**config.mk**
```make
export PLATFORM = sky130hd
export DESIGN_NAME = flash_tile_loader
export DESIGN_NICKNAME = d
export VERILOG_FILES = /design/src/rtl/ppu_flash_pkg.sv /design/src/rtl/spi_byte_engine.sv /design/src/rtl/flash_tile_loader.sv
export SDC_FILE = /design/constraint.sdc
export NUM_CORES = 1
export LEC_CHECK = 0
export CAP_MARGIN = 25
export CORE_ASPECT_RATIO = 0.9
export CORE_MARGIN = 2
export CORE_UTILIZATION = 50
export DETAILED_ROUTE_END_ITERATION = 8
export DONT_BUFFER_PORTS = 1
export PLACE_DENSITY = 0.66
export SLEW_MARGIN = 20
export SYNTH_ARGS = -nofsm -noshare
export SYNTH_HDL_FRONTEND = slang
export SYNTH_SLANG_ARGS = --single-unit
```
**constraint.sdc**
```tcl
create_clock -name clk -period 3.1 [get_ports clk]
set_input_delay 0.31 -clock clk [delete_from_list [all_inputs] [get_ports clk]]
set_output_delay 0.31 -clock clk [all_outputs]
set_load 0.01 [all_outputs]
```
**src/rtl/ppu_flash_pkg.sv**
```systemverilog
// ppu_flash_pkg: opcodes, loader state and row sizes shared by the flash loader and scroll controller.
// FLASH_FAST_READ_EN selects the FAST READ opcode as the loader command.
package ppu_flash_pkg;

  localparam logic [7:0] OP_READ      = 8'h03;
  localparam logic [7:0] OP_FAST_READ = 8'h0B;

`ifdef FLASH_FAST_READ_EN
  localparam logic [7:0] LD_OPCODE = OP_FAST_READ;
`else
  localparam logic [7:0] LD_OPCODE = OP_READ;
`endif

  localparam int NAME_ROW_BYTES = 32;
  localparam int ATTR_ROW_BYTES = 8;

  typedef enum logic [2:0] {
    ST_IDLE,
    ST_CMD,
    ST_ADDR,
    ST_DUMMY,
    ST_DATA,
    ST_DONE
  } ld_state_e;

  typedef struct packed {
    logic        attr;
    logic [23:0] faddr;
    logic [8:0]  ram;
  } ld_req_t;

endpackage

```
**src/rtl/spi_byte_engine.sv**
```systemverilog
// spi_byte_engine: mode-0 SPI byte shifter, CLK_DIV clocks per SCK half-period.
// done is a one-cycle strobe ahead of the last falling edge so a new byte can follow seamlessly.
module spi_byte_engine #(
  parameter int CLK_DIV = 2
) (
  input  logic       clk,
  input  logic       rstn,
  input  logic       start,
  input  logic [7:0] byte_in,
  input  logic       miso,
  output logic       busy,
  output logic       done,
  output logic [7:0] byte_out,
  output logic       sck,
  output logic       mosi
);

  localparam int DW = (CLK_DIV > 1) ? $clog2(CLK_DIV) : 1;

  logic          act_q, act_d;
  logic [DW-1:0] div_q, div_d;
  logic [2:0]    bit_q, bit_d;
  logic          sck_q, sck_d;
  logic [7:0]    tx_q, tx_d;
  logic [7:0]    rx_q, rx_d;
  logic          tick;

  assign tick     = act_q && (div_q == DW'(CLK_DIV - 1));
  assign done     = tick && sck_q && (bit_q == 3'd7);
  assign busy     = act_q;
  assign byte_out = rx_q;
  assign sck      = sck_q;
  assign mosi     = tx_q[7];

  always_comb begin
    act_d = act_q;
    div_d = div_q;
    bit_d = bit_q;
    sck_d = sck_q;
    tx_d  = tx_q;
    rx_d  = rx_q;
    if (act_q) begin
      div_d = tick ? '0 : div_q + 1'b1;
      if (tick) begin
        sck_d = ~sck_q;
        if (!sck_q) begin
          rx_d = {rx_q[6:0], miso};
        end else begin
          bit_d = bit_q + 3'd1;
          tx_d  = {tx_q[6:0], 1'b0};
          if (bit_q == 3'd7) act_d = 1'b0;
        end
      end
    end
    if (start && (!act_q || done)) begin
      act_d = 1'b1;
      div_d = '0;
      bit_d = '0;
      sck_d = 1'b0;
      tx_d  = byte_in;
    end
  end

  always_ff @(posedge clk or negedge rstn) begin
    if (!rstn) begin
      act_q <= 1'b0;
      div_q <= '0;
      bit_q <= '0;
      sck_q <= 1'b0;
      tx_q  <= '0;
      rx_q  <= '0;
    end else begin
      act_q <= act_d;
      div_q <= div_d;
      bit_q <= bit_d;
      sck_q <= sck_d;
      tx_q  <= tx_d;
      rx_q  <= rx_d;
    end
  end

endmodule

```
**src/rtl/flash_tile_loader.sv**
```systemverilog
// flash_tile_loader: reads nametable/attribute row bursts from SPI NOR and writes 32-bit RAM words.
// Define FLASH_FAST_READ_EN for FAST READ (0x0B) with one dummy byte before data.
module flash_tile_loader
  import ppu_flash_pkg::*;
#(
  parameter int CLK_DIV    = 2,
  parameter int NAME_BYTES = NAME_ROW_BYTES,
  parameter int ATTR_BYTES = ATTR_ROW_BYTES
) (
  input  logic        clk,
  input  logic        rstn,
  input  logic [23:0] flashAddrNametable,
  input  logic [23:0] flashAddrAttribute,
  input  logic        flashReadNametableFlag,
  input  logic        flashReadAttributeFlag,
  input  logic [8:0]  nametableRamAddrStart,
  input  logic [8:0]  attributeRamAddrStart,
  output logic [3:0]  writeNameEn,
  output logic [8:0]  writeNameAddr,
  output logic [31:0] writeNameData,
  output logic [3:0]  writeAttrEn,
  output logic [8:0]  writeAttrAddr,
  output logic [31:0] writeAttrData,
  output logic        busy,
  output logic        SPI_CLK,
  output logic        SPI_CS,
  output logic        SPI_MOSI,
  input  logic        SPI_MISO
);

  localparam int IW = 16;

  ld_state_e   state_q, state_d;
  ld_req_t     shn_q, shn_d, sha_q, sha_d, cur_q, cur_d;
  logic        flagn_q, flaga_q;
  logic        pendn_q, pendn_d, penda_q, penda_d;
  logic [IW-1:0] idx_q, idx_d, hold_q, hold_d;
  logic [23:0] word_q, word_d;
  logic        cs_q, cs_d, busy_q, busy_d;
  logic [3:0]  nen_q, nen_d, aen_q, aen_d;
  logic [8:0]  naddr_q, naddr_d, aaddr_q, aaddr_d;
  logic [31:0] ndata_q, ndata_d, adata_q, adata_d;

  logic        rise_n, rise_a, take_n, take_a, last;
  logic        eng_start, eng_busy, eng_done;
  logic [7:0]  eng_tx, eng_rx;
  logic [8:0]  wr_addr;
  logic [31:0] wr_data;

  spi_byte_engine #(.CLK_DIV(CLK_DIV)) u_eng (
    .clk      (clk),
    .rstn     (rstn),
    .start    (eng_start),
    .byte_in  (eng_tx),
    .miso     (SPI_MISO),
    .busy     (eng_busy),
    .done     (eng_done),
    .byte_out (eng_rx),
    .sck      (SPI_CLK),
    .mosi     (SPI_MOSI)
  );

  assign SPI_CS        = cs_q;
  assign busy          = busy_q;
  assign writeNameEn   = nen_q;
  assign writeNameAddr = naddr_q;
  assign writeNameData = ndata_q;
  assign writeAttrEn   = aen_q;
  assign writeAttrAddr = aaddr_q;
  assign writeAttrData = adata_q;

  always_comb begin
    rise_n  = flashReadNametableFlag & ~flagn_q;
    rise_a  = flashReadAttributeFlag & ~flaga_q;
    shn_d   = shn_q;
    sha_d   = sha_q;
    if (rise_n) shn_d = '{1'b0, flashAddrNametable, nametableRamAddrStart};
    if (rise_a) sha_d = '{1'b1, flashAddrAttribute, attributeRamAddrStart};
    state_d   = state_q;
    cur_d     = cur_q;
    idx_d     = idx_q;
    hold_d    = hold_q;
    word_d    = word_q;
    cs_d      = cs_q;
    busy_d    = busy_q;
    take_n    = 1'b0;
    take_a    = 1'b0;
    eng_start = 1'b0;
    eng_tx    = '0;
    nen_d     = '0;
    naddr_d   = naddr_q;
    ndata_d   = ndata_q;
    aen_d     = '0;
    aaddr_d   = aaddr_q;
    adata_d   = adata_q;
    wr_addr   = cur_q.ram + 9'(idx_q >> 2);
    wr_data   = {eng_rx, word_q};
    last      = idx_q == (cur_q.attr ? IW'(ATTR_BYTES - 1)
                                     : IW'(NAME_BYTES - 1));
    unique case (state_q)
      ST_IDLE: begin
        if (pendn_q || penda_q) begin
          take_n  = pendn_q;
          take_a  = !pendn_q;
          cur_d   = pendn_q ? shn_q : sha_q;
          cs_d    = 1'b0;
          busy_d  = 1'b1;
          state_d = ST_CMD;
        end
      end
      ST_CMD: begin
        if (!eng_busy) begin
          eng_start = 1'b1;
          eng_tx    = LD_OPCODE;
        end else if (eng_done) begin
          eng_start   = 1'b1;
          eng_tx      = cur_q.faddr[23:16];
          cur_d.faddr = {cur_q.faddr[15:0], 8'h00};
          idx_d       = '0;
          state_d     = ST_ADDR;
        end
      end
      ST_ADDR: begin
        if (eng_done) begin
          eng_start = 1'b1;
          if (idx_q == IW'(2)) begin
            idx_d = '0;
`ifdef FLASH_FAST_READ_EN
            state_d = ST_DUMMY;
`else
            state_d = ST_DATA;
`endif
          end else begin
            eng_tx      = cur_q.faddr[23:16];
            cur_d.faddr = {cur_q.faddr[15:0], 8'h00};
            idx_d       = idx_q + 1'b1;
          end
        end
      end
`ifdef FLASH_FAST_READ_EN
      ST_DUMMY: begin
        if (eng_done) begin
          eng_start = 1'b1;
          state_d   = ST_DATA;
        end
      end
`endif
      ST_DATA: begin
        if (eng_done) begin
          word_d = wr_data[31:8];
          if (idx_q[1:0] == 2'b11) begin
            if (cur_q.attr) begin
              aen_d   = 4'hF;
              aaddr_d = wr_addr;
              adata_d = wr_data;
            end else begin
              nen_d   = 4'hF;
              naddr_d = wr_addr;
              ndata_d = wr_data;
            end
          end
          if (last) begin
            cs_d    = 1'b1;
            hold_d  = '0;
            state_d = ST_DONE;
          end else begin
            eng_start = 1'b1;
            idx_d     = idx_q + 1'b1;
          end
        end
      end
      ST_DONE: begin
        hold_d = hold_q + 1'b1;
        // CS stays high through the hold so the flash sees a clean deselect
        if (hold_q == IW'(2 * CLK_DIV - 1)) begin
          busy_d  = 1'b0;
          state_d = ST_IDLE;
        end
      end
      default: state_d = ST_IDLE;
    endcase
    pendn_d = (pendn_q & ~take_n) | rise_n;
    penda_d = (penda_q & ~take_a) | rise_a;
  end

  always_ff @(posedge clk or negedge rstn) begin
    if (!rstn) begin
      state_q <= ST_IDLE;
      shn_q   <= '0;
      sha_q   <= '0;
      cur_q   <= '0;
      flagn_q <= 1'b0;
      flaga_q <= 1'b0;
      pendn_q <= 1'b0;
      penda_q <= 1'b0;
      idx_q   <= '0;
      hold_q  <= '0;
      word_q  <= '0;
      cs_q    <= 1'b1;
      busy_q  <= 1'b0;
      nen_q   <= '0;
      naddr_q <= '0;
      ndata_q <= '0;
      aen_q   <= '0;
      aaddr_q <= '0;
      adata_q <= '0;
    end else begin
      state_q <= state_d;
      shn_q   <= shn_d;
      sha_q   <= sha_d;
      cur_q   <= cur_d;
      flagn_q <= flashReadNametableFlag;
      flaga_q <= flashReadAttributeFlag;
      pendn_q <= pendn_d;
      penda_q <= penda_d;
      idx_q   <= idx_d;
      hold_q  <= hold_d;
      word_q  <= word_d;
      cs_q    <= cs_d;
      busy_q  <= busy_d;
      nen_q   <= nen_d;
      naddr_q <= naddr_d;
      ndata_q <= ndata_d;
      aen_q   <= aen_d;
      aaddr_q <= aaddr_d;
      adata_q <= adata_d;
    end
  end

endmodule
```
==> summary.md, run 1 <==
| Metric | Value |
|---|---|
| Crit-path max FO | 15 |
| Max clock buf depth | 3 |
| CP top delay family | compound AO/OA/AOI/OAI gates |
| Synth Instances | 1,066 |
| Clk_skew | 10.38 ps |
| Die ar. | 24,800 sq um |
| Hold Worst Slack | -519.9 ps |
| Antenna violations before repair | 0 |
| Crit path DAT | around 3000 ps |
| RD Place Congestion | 0.8982 |
| Syn nets | 1,151 |
| Max Slew Vio Count | 0 |
| Worst-Skew Late Latency | 530 ps |
| Post-synth top area share | 0.5759 |
| Main area contributors after synthesis | dfrtp_1, mux2_2, nand2_1 |
| IO Pins | approximately 170 |
| Root Driver | clkbuf_16 |
| Actual slew at the worst max-slew pin | 727.0 ps |
| DRT antenna net count | 0 |
| Final wirelength | 24,890 um |
| DRT iter0 DRCs | ~540 |
| GR Util All Layers | 0.2015 |
| Predominant post-synthesis flop cell | dfrtp_1 |
| Fmax | 378.0 MHz |
| Area Growth Syn to Fin | 15.70% |
| Failing checks | hold timing |
| Via/cell ratio | 5.465 |
| Critical path endpoint category | flop |
| Seq cells post-synth | approximately 270 |
| Biggest area consumer among synthesized cells | dfrtp_1 |
| Setup-failing EPs final | 0 |
| Fill cell count | 1,970 |
| CP Cell Sequence | nor4_1 -> nand3_1 -> o31ai_4 -> o221ai_2 -> a41oi_1 -> o22ai_1 |
| Setup CP Type | flop to flop |
| Die H | 149.6 um |
| Setup TNS Final | 0 ps |
| DPL Wire Length | 15,780 um |
| Via total after detailed routing | roughly 7,900 |
| Largest net degree at the start of global routing | ~270 |
| Most frequent cells after synthesis | dfrtp_1, nand2_1, mux2_2 |
| # rows | 53 |
| # port buffers | 0 |
| Peak VDD IR | 0.0005493 V |
| Rel. slew slack | 0.5153 |
| Routed wire per std cell | 17.31 um |
| Leakage power | about 6.4 nW |
| Startpoint types | flop |
| Vias in the first global route | ~8,000 |
| WP buf/inv | 0 |
| First-pass GRT wire length | 41,230 um |
| Slowest-stage cell, CP | o31ai_4 |
| Starting Density | 0.5059 |
| Post-CTS setup buffer count | 0 |
| Syn_area_per_cell | 11.05 sq um |
| Fin area | around 14,000 sq um |
| Sequential area share after synthesis | 0.5781 |
| Max-cap violation count | 0 |
| Sink Count | between 200 and 300 |
| Final nets | 1,205 |
| Power density cells | 549.7 nW/um^2 |
| CP peak stage delay | roughly 600 ps |
| Status | finished, violations left |
| N_diodes | 0 |
| DRC viols | 0 |
| YS warnings | 0 |
| GR Overflow Total | 0 |
| Fin. Hold Viols | 272 |
| CTS Buf Count | 29 |
| Worst-path clk slew | 60 ps |
| Final worst path period need | 2646 ps |
| Synth cell types | 56 |
| RSZ-0062 raised after global routing | false |
| Worst hold path class | primary input to asynchronous set/reset pin |
| CTS resizes | 0 |
| Die Span X | 165.8 um |
| DRT Pass-1 Iters | 4 |
| Cts hold-fix bufs | 69 |
| Ys async rst share | 1.000 |
| Post-Syn Area | roughly 12,000 sq um |
| Layout cells sized above 1 | 0.1717 |
| TritonCTS clock tree | yes |
| CORE AREA | between 20,000 and 25,000 sq um |
| H-tree levels | 1 |
| Req. time, crit path | 3480 ps |
| Count leader, synth | dfrtp_1 |
| Placement Cell Area | roughly 12,000 sq um |
| Number of synthesized flops with an enable pin | 0 |
| Final period utilization | 0.8534 |
==> registers in the layout, summed over array words and instances (netlist names), 16 cells and up <==
name and cells:
word_q 24, hold_q 16, writeAttrData 32, shn_q 33, cur_q 34, sha_q 34, writeNameData 32, idx_q 16
==> cell families (layout without fill, tap and decap cells) <==
logic type,Yosys count,in the layout,synth area share
AND/OR/NAND/NOR,389,389,0.1406
flip-flops,272,272,0.5781
multiplexers,144,144,0.1349
AO/OA/AOI/OAI,139,139,0.07735
buffers and inverters,75,145,0.02901
XOR/XNOR,33,33,0.02454
adder cells (fa/ha/maj),14,14,0.01551
==> worst register-to-register path, stage by stage (launching register included) <==
cell	delay [ps]
dfrtp_1	440
nor4_1	380
nand3_1	270
o31ai_4	600
o221ai_2	420
a41oi_1	280
o22ai_1	100
==> worst paths after layout <==
kind	slack (ps)	startpoint	cells after the start	endpoint
worst max-delay path	450	idx_q[8]	6	u_eng.tx_q[1]
worst min-delay path	-520	rstn	0	writeAttrData[4]
worst max register to register	450	idx_q[8]	6	u_eng.tx_q[1]
worst min register to register	480	cur_q[27]	2	u_eng.tx_q[2]
max in group asynchronous	3230	rstn	0	SPI_CS
min in group clk	200	flashReadAttributeFlag	2	sha_q[5]
==> cells in the final DEF, fill, tap and decap left out, types with 7 or more instances in the layout <==
master	synthesis	final
a21oi_1	35	35
a22oi_1	15	15
buf_4	7	15
clkbuf_16	0	29
dfrtp_1	271	271
dlygate4sd3_1	0	69
ha_1	13	13
inv_1	13	13
mux2_2	118	118
mux2i_1	26	26
nand2_1	233	233
nand3_1	12	11
nand4_1	13	13
nor2_1	76	76
nor3_1	9	9
nor4_1	7	7
o21ai_0	44	44
o31ai_1	9	9
xnor2_1	25	25
xor2_1	8	8
==> power by group <==
| part | switching [mW] | internal, mW |
|---|---|---|
| sequential | 0.0945 | 3.71 |
| combinational | 0.126 | 0.226 |
| clock | 1.33 | 2.00 |
| total | 1.55 | 5.94 |
==> through the flow <==
| step | hold WS (ps) | setup WS (ps) | utilization | cells | power, mW |
|---|---|---|---|---|---|
| 3_5_place_dp | 26.53 | 479.4 | 0.5156 | 1321 | 4.143 |
| 5_1_grt | -544.8 | 182.5 | 0.5854 | 1438 | 7.757 |
| 4_1_cts | -543.3 | 454.7 | 0.5845 | 1437 | 7.558 |
| 6_report | -519.9 | 454.5 | 0.5854 | 1438 | 7.490 |
| 2_1_floorplan | 14.41 | 879.2 | - | 1066 | 4.067 |
| 3_3_place_gp | 27.26 | 573.1 | 0.5156 | 1321 | 4.132 |
==> per-layer routing <==
metal	part of all wire	up-vias	wire [um]	GRT usage
met5	0	-	0	0
met4	0.019	0	481	0.04478
met3	0.069	44	1727	0.05713
met2	0.45	213	11120	0.3112
met1	0.46	3860	11560	0.2860
li1	-	3742	-	-
==> layout make-up <==
class | count | area, sq um | share of cell area
Clock buffer | 41 | 830.8 | 0.06097
Clock inverter | 6 | 82.58 | 0.006061
Inverter | 13 | 48.80 | 0.003581
Multi-Input combinational cell | 719 | 4654 | 0.3416
Sequential cell | 272 | 6808 | 0.4996
Tap cell | 302 | 377.9 | 0.02773
Timing Repair Buffer | 85 | 823.3 | 0.06042
No activity file was read; power rests on OpenSTA's default activity.
==> inputs of run 2 (changes only) <==
--- a/config.mk
+++ b/config.mk
@@ -5,6 +5,7 @@
 export SDC_FILE = /design/constraint.sdc
 export NUM_CORES = 1
 export LEC_CHECK = 0
+export ABC_AREA = 1
 export CAP_MARGIN = 25
 export CORE_ASPECT_RATIO = 0.9
 export CORE_MARGIN = 2
@@ -12,7 +13,6 @@
 export DETAILED_ROUTE_END_ITERATION = 8
 export DONT_BUFFER_PORTS = 1
 export PLACE_DENSITY = 0.66
-export SLEW_MARGIN = 20
 export SYNTH_ARGS = -nofsm -noshare
 export SYNTH_HDL_FRONTEND = slang
 export SYNTH_SLANG_ARGS = --single-unit
==> constraint.sdc (replaced) <==
create_clock -name clk -period 3.1 [get_ports clk]
set_input_delay 0.31 -clock clk [delete_from_list [all_inputs] [get_ports clk]]
set_output_delay 0.31 -clock clk [all_outputs]
set_load 0.1 [all_outputs]
==> summary.md, run 2 <==
| Metric | Value |
|---|---|
| First-pass GRT wire length | about 46,000 um |
| Actual slew at the worst max-slew pin | around 1100 ps |
| Antenna violations before repair | 1 |
| Predominant post-synthesis flop cell | dfrtp_1 |
| # rows | between 50 and 60 |
| Ys async rst share | 1.000 |
| Post-synth top area share | 0.5579 |
| Tot Pwr | 7.437 mW |
| Syn nets | 1,440 |
| Post-CTS setup buffer count | 0 |
| Rel. slew slack | 0.2645 |
| Most frequent cells in the layout | nand2_1, dfrtp_1, o21ai_0 |
| Crit path DAT | around 3000 ps |
| Worst hold path class | primary input to asynchronous set/reset pin |
| Final worst path period need | about 2500 ps |
| Setup TNS Final | 0 ps |
| Area Growth Syn to Fin | 14.97% |
| GR Overflow Total | 0 |
| GR Util All Layers | 0.2166 |
| Clk_skew | 17.42 ps |
| Power density cells | between 500 and 600 nW/um^2 |
| Biggest area consumer among synthesized cells | dfrtp_1 |
| Worst-path clk slew | approximately 60 ps |
| Setup CP Type | flop to flop |
| Seq cells post-synth | 272 |
| Worst-Skew Late Latency | 540 ps |
| Starting Density | 0.5054 |
| CTS Buf Count | 29 |
| Critical path endpoint category | flop |
| Placement Cell Area | roughly 12,000 sq um |
| Fin area | 13,970 sq um |
| Die Span X | 168.4 um |
| Via/cell ratio | 5.218 |
| Sink Count | 272 |
| Hold Worst Slack | -510.1 ps |
| Crit-path max FO | slightly above 50 |
| Vias in the first global route | 8,556 |
| Req. time, crit path | 3560 ps |
| Startpoint types | flop |
| Status | finished, violations left |
| Start of the worst register-to-register path | state_q[1] |
| Die H | 151.9 um |
| Main area contributors after synthesis | dfrtp_1, nand2_1, o21ai_0 |
| Final worst slack | 562.9 ps |
| Via total after detailed routing | roughly 9,000 |
| CORE AREA | 24,050 sq um |
| DPL Wire Length | approximately 18,000 um |
| Biggest regs | cur_q x34, sha_q x34, shn_q x33 |
| Most frequent cells after synthesis | nand2_1, dfrtp_1, o21ai_0 |
| DRT iter0 DRCs | 723 |
| DRT Pass-1 Iters | 5 |
| Fin. Hold Viols | around 270 |
| Syn_area_per_cell | 8.971 sq um |
| TritonCTS clock tree | yes |
| DRT antenna net count | 0 |
| Synth cell types | 40 |
| DRC viols | 0 |
| Cts hold-fix bufs | 69 |
| Number of synthesized flops with an enable pin | 0 |
| Fill cell count | about 2,100 |
| Final period utilization | 0.8184 |
| Most common cell after layout, fill and taps aside | nand2_1 |
| Routed wire per std cell | around 16 um |
| H-tree levels | 1 |
| Root Driver | clkbuf_16 |
| YS warnings | 0 |
| Final nets | 1,482 |
| Fmax | 394.1 MHz |
| Peak VDD IR | approximately 0.00050 V |
| RSZ-0062 raised after global routing | false |
| Max clock buf depth | 3 |
| Layout cells sized above 1 | 0.09725 |
| # port buffers | 0 |
| Largest net degree at the start of global routing | around 270 |
| Setup-failing EPs final | 0 |
| Count leader, synth | nand2_1 |
| R2R Path End | idx_q[1] |
| Sequential area share after synthesis | 0.5601 |
| Synth Instances | between 1,000 and 1,500 |
| Max-cap violation count | 0 |
| Post-Syn Area | 12,160 sq um |
| IO Pins | 165 |
| CTS resizes | 0 |
| Die ar. | 25,580 sq um |
| Final wirelength | 27,640 um |
| Reg2Reg Setup Slack | about 560 ps |
| RD Place Congestion | 0.9063 |
| Worst slack, placed | 532.1 ps |
| Failing checks | hold timing |
| Leakage power | approximately 6.4 nW |
| Max Slew Vio Count | 0 |
| R2r worst-path depth | 9 |
## run 2: logic make-up after synthesis
kind of cell             synth area share
AND/OR/NAND/NOR                    0.1860
multiplexers                      0.04725
AO/OA/AOI/OAI                      0.1188
buffers and inverters             0.06207
adder cells (fa/ha/maj)           0.01503
XOR/XNOR                          0.01081
flip-flops                         0.5601
## run 2: final cells by class
class | count | area [sq um] | share of cell area
clock inverters | 10 | 91.34 | 0.006536
repair buffers | 78 | 790.8 | 0.05658
multi-input cells | 902 | 4598 | 0.3290
clock buffers | 43 | 858.3 | 0.06142
flip-flops and latches | 272 | 6815 | 0.4877
well taps | 308 | 385.4 | 0.02758
diodes | 1 | 2.502 | 0.0001791
inverters | 114 | 432.9 | 0.03098
## run 2: how the worst max path moves through the flow
stage / from / end / slack, ps
after floorplan: u_eng.sck / writeNameAddr[3] / 930
after global placement: state_q[1] / idx_q[1] / 630
after detailed placement: state_q[1] / idx_q[1] / 530
after CTS: state_q[1] / idx_q[1] / 550
after global routing: state_q[1] / idx_q[1] / 230
final: state_q[1] / idx_q[1] / 560
## run 2: critical path, cell delays in order (launching register included)
cell,delay (ps)
dfrtp_1,410
inv_1,100
nand2_1,80
nor2_2,450
nand2_4,400
o21ai_0,220
nand2_2,250
inv_2,280
nand2_1,120
o21ai_0,150
## run 2: routing by layer
| metal | track usage | up-vias | share of wire |
|---|---|---|---|
| met5 | 0 | - | 0 |
| met4 | 0.04269 | 0 | 0.014 |
| met3 | 0.03777 | 34 | 0.054 |
| met2 | 0.3327 | 218 | 0.45 |
| met1 | 0.3268 | 4274 | 0.48 |
| li1 | - | 4491 | - |
## run 2: metrics by stage
stage / hold WS [ps] / utilization / instances
CTS: -537.2 / 0.5797 / 1726
floorplan: 14.41 / - / 1355
global route: -533.9 / 0.5810 / 1728
detailed placement: 31.21 / 0.5115 / 1604
finish: -510.1 / 0.5810 / 1728
global placement: 32.40 / 0.5115 / 1604
## run 2: report_power, final
part	switching, mW	internal [mW]	leakage [nW]
sequential	0.0633	3.68	3.52
combinational	0.113	0.172	2.46
clock	1.41	2.00	0.453
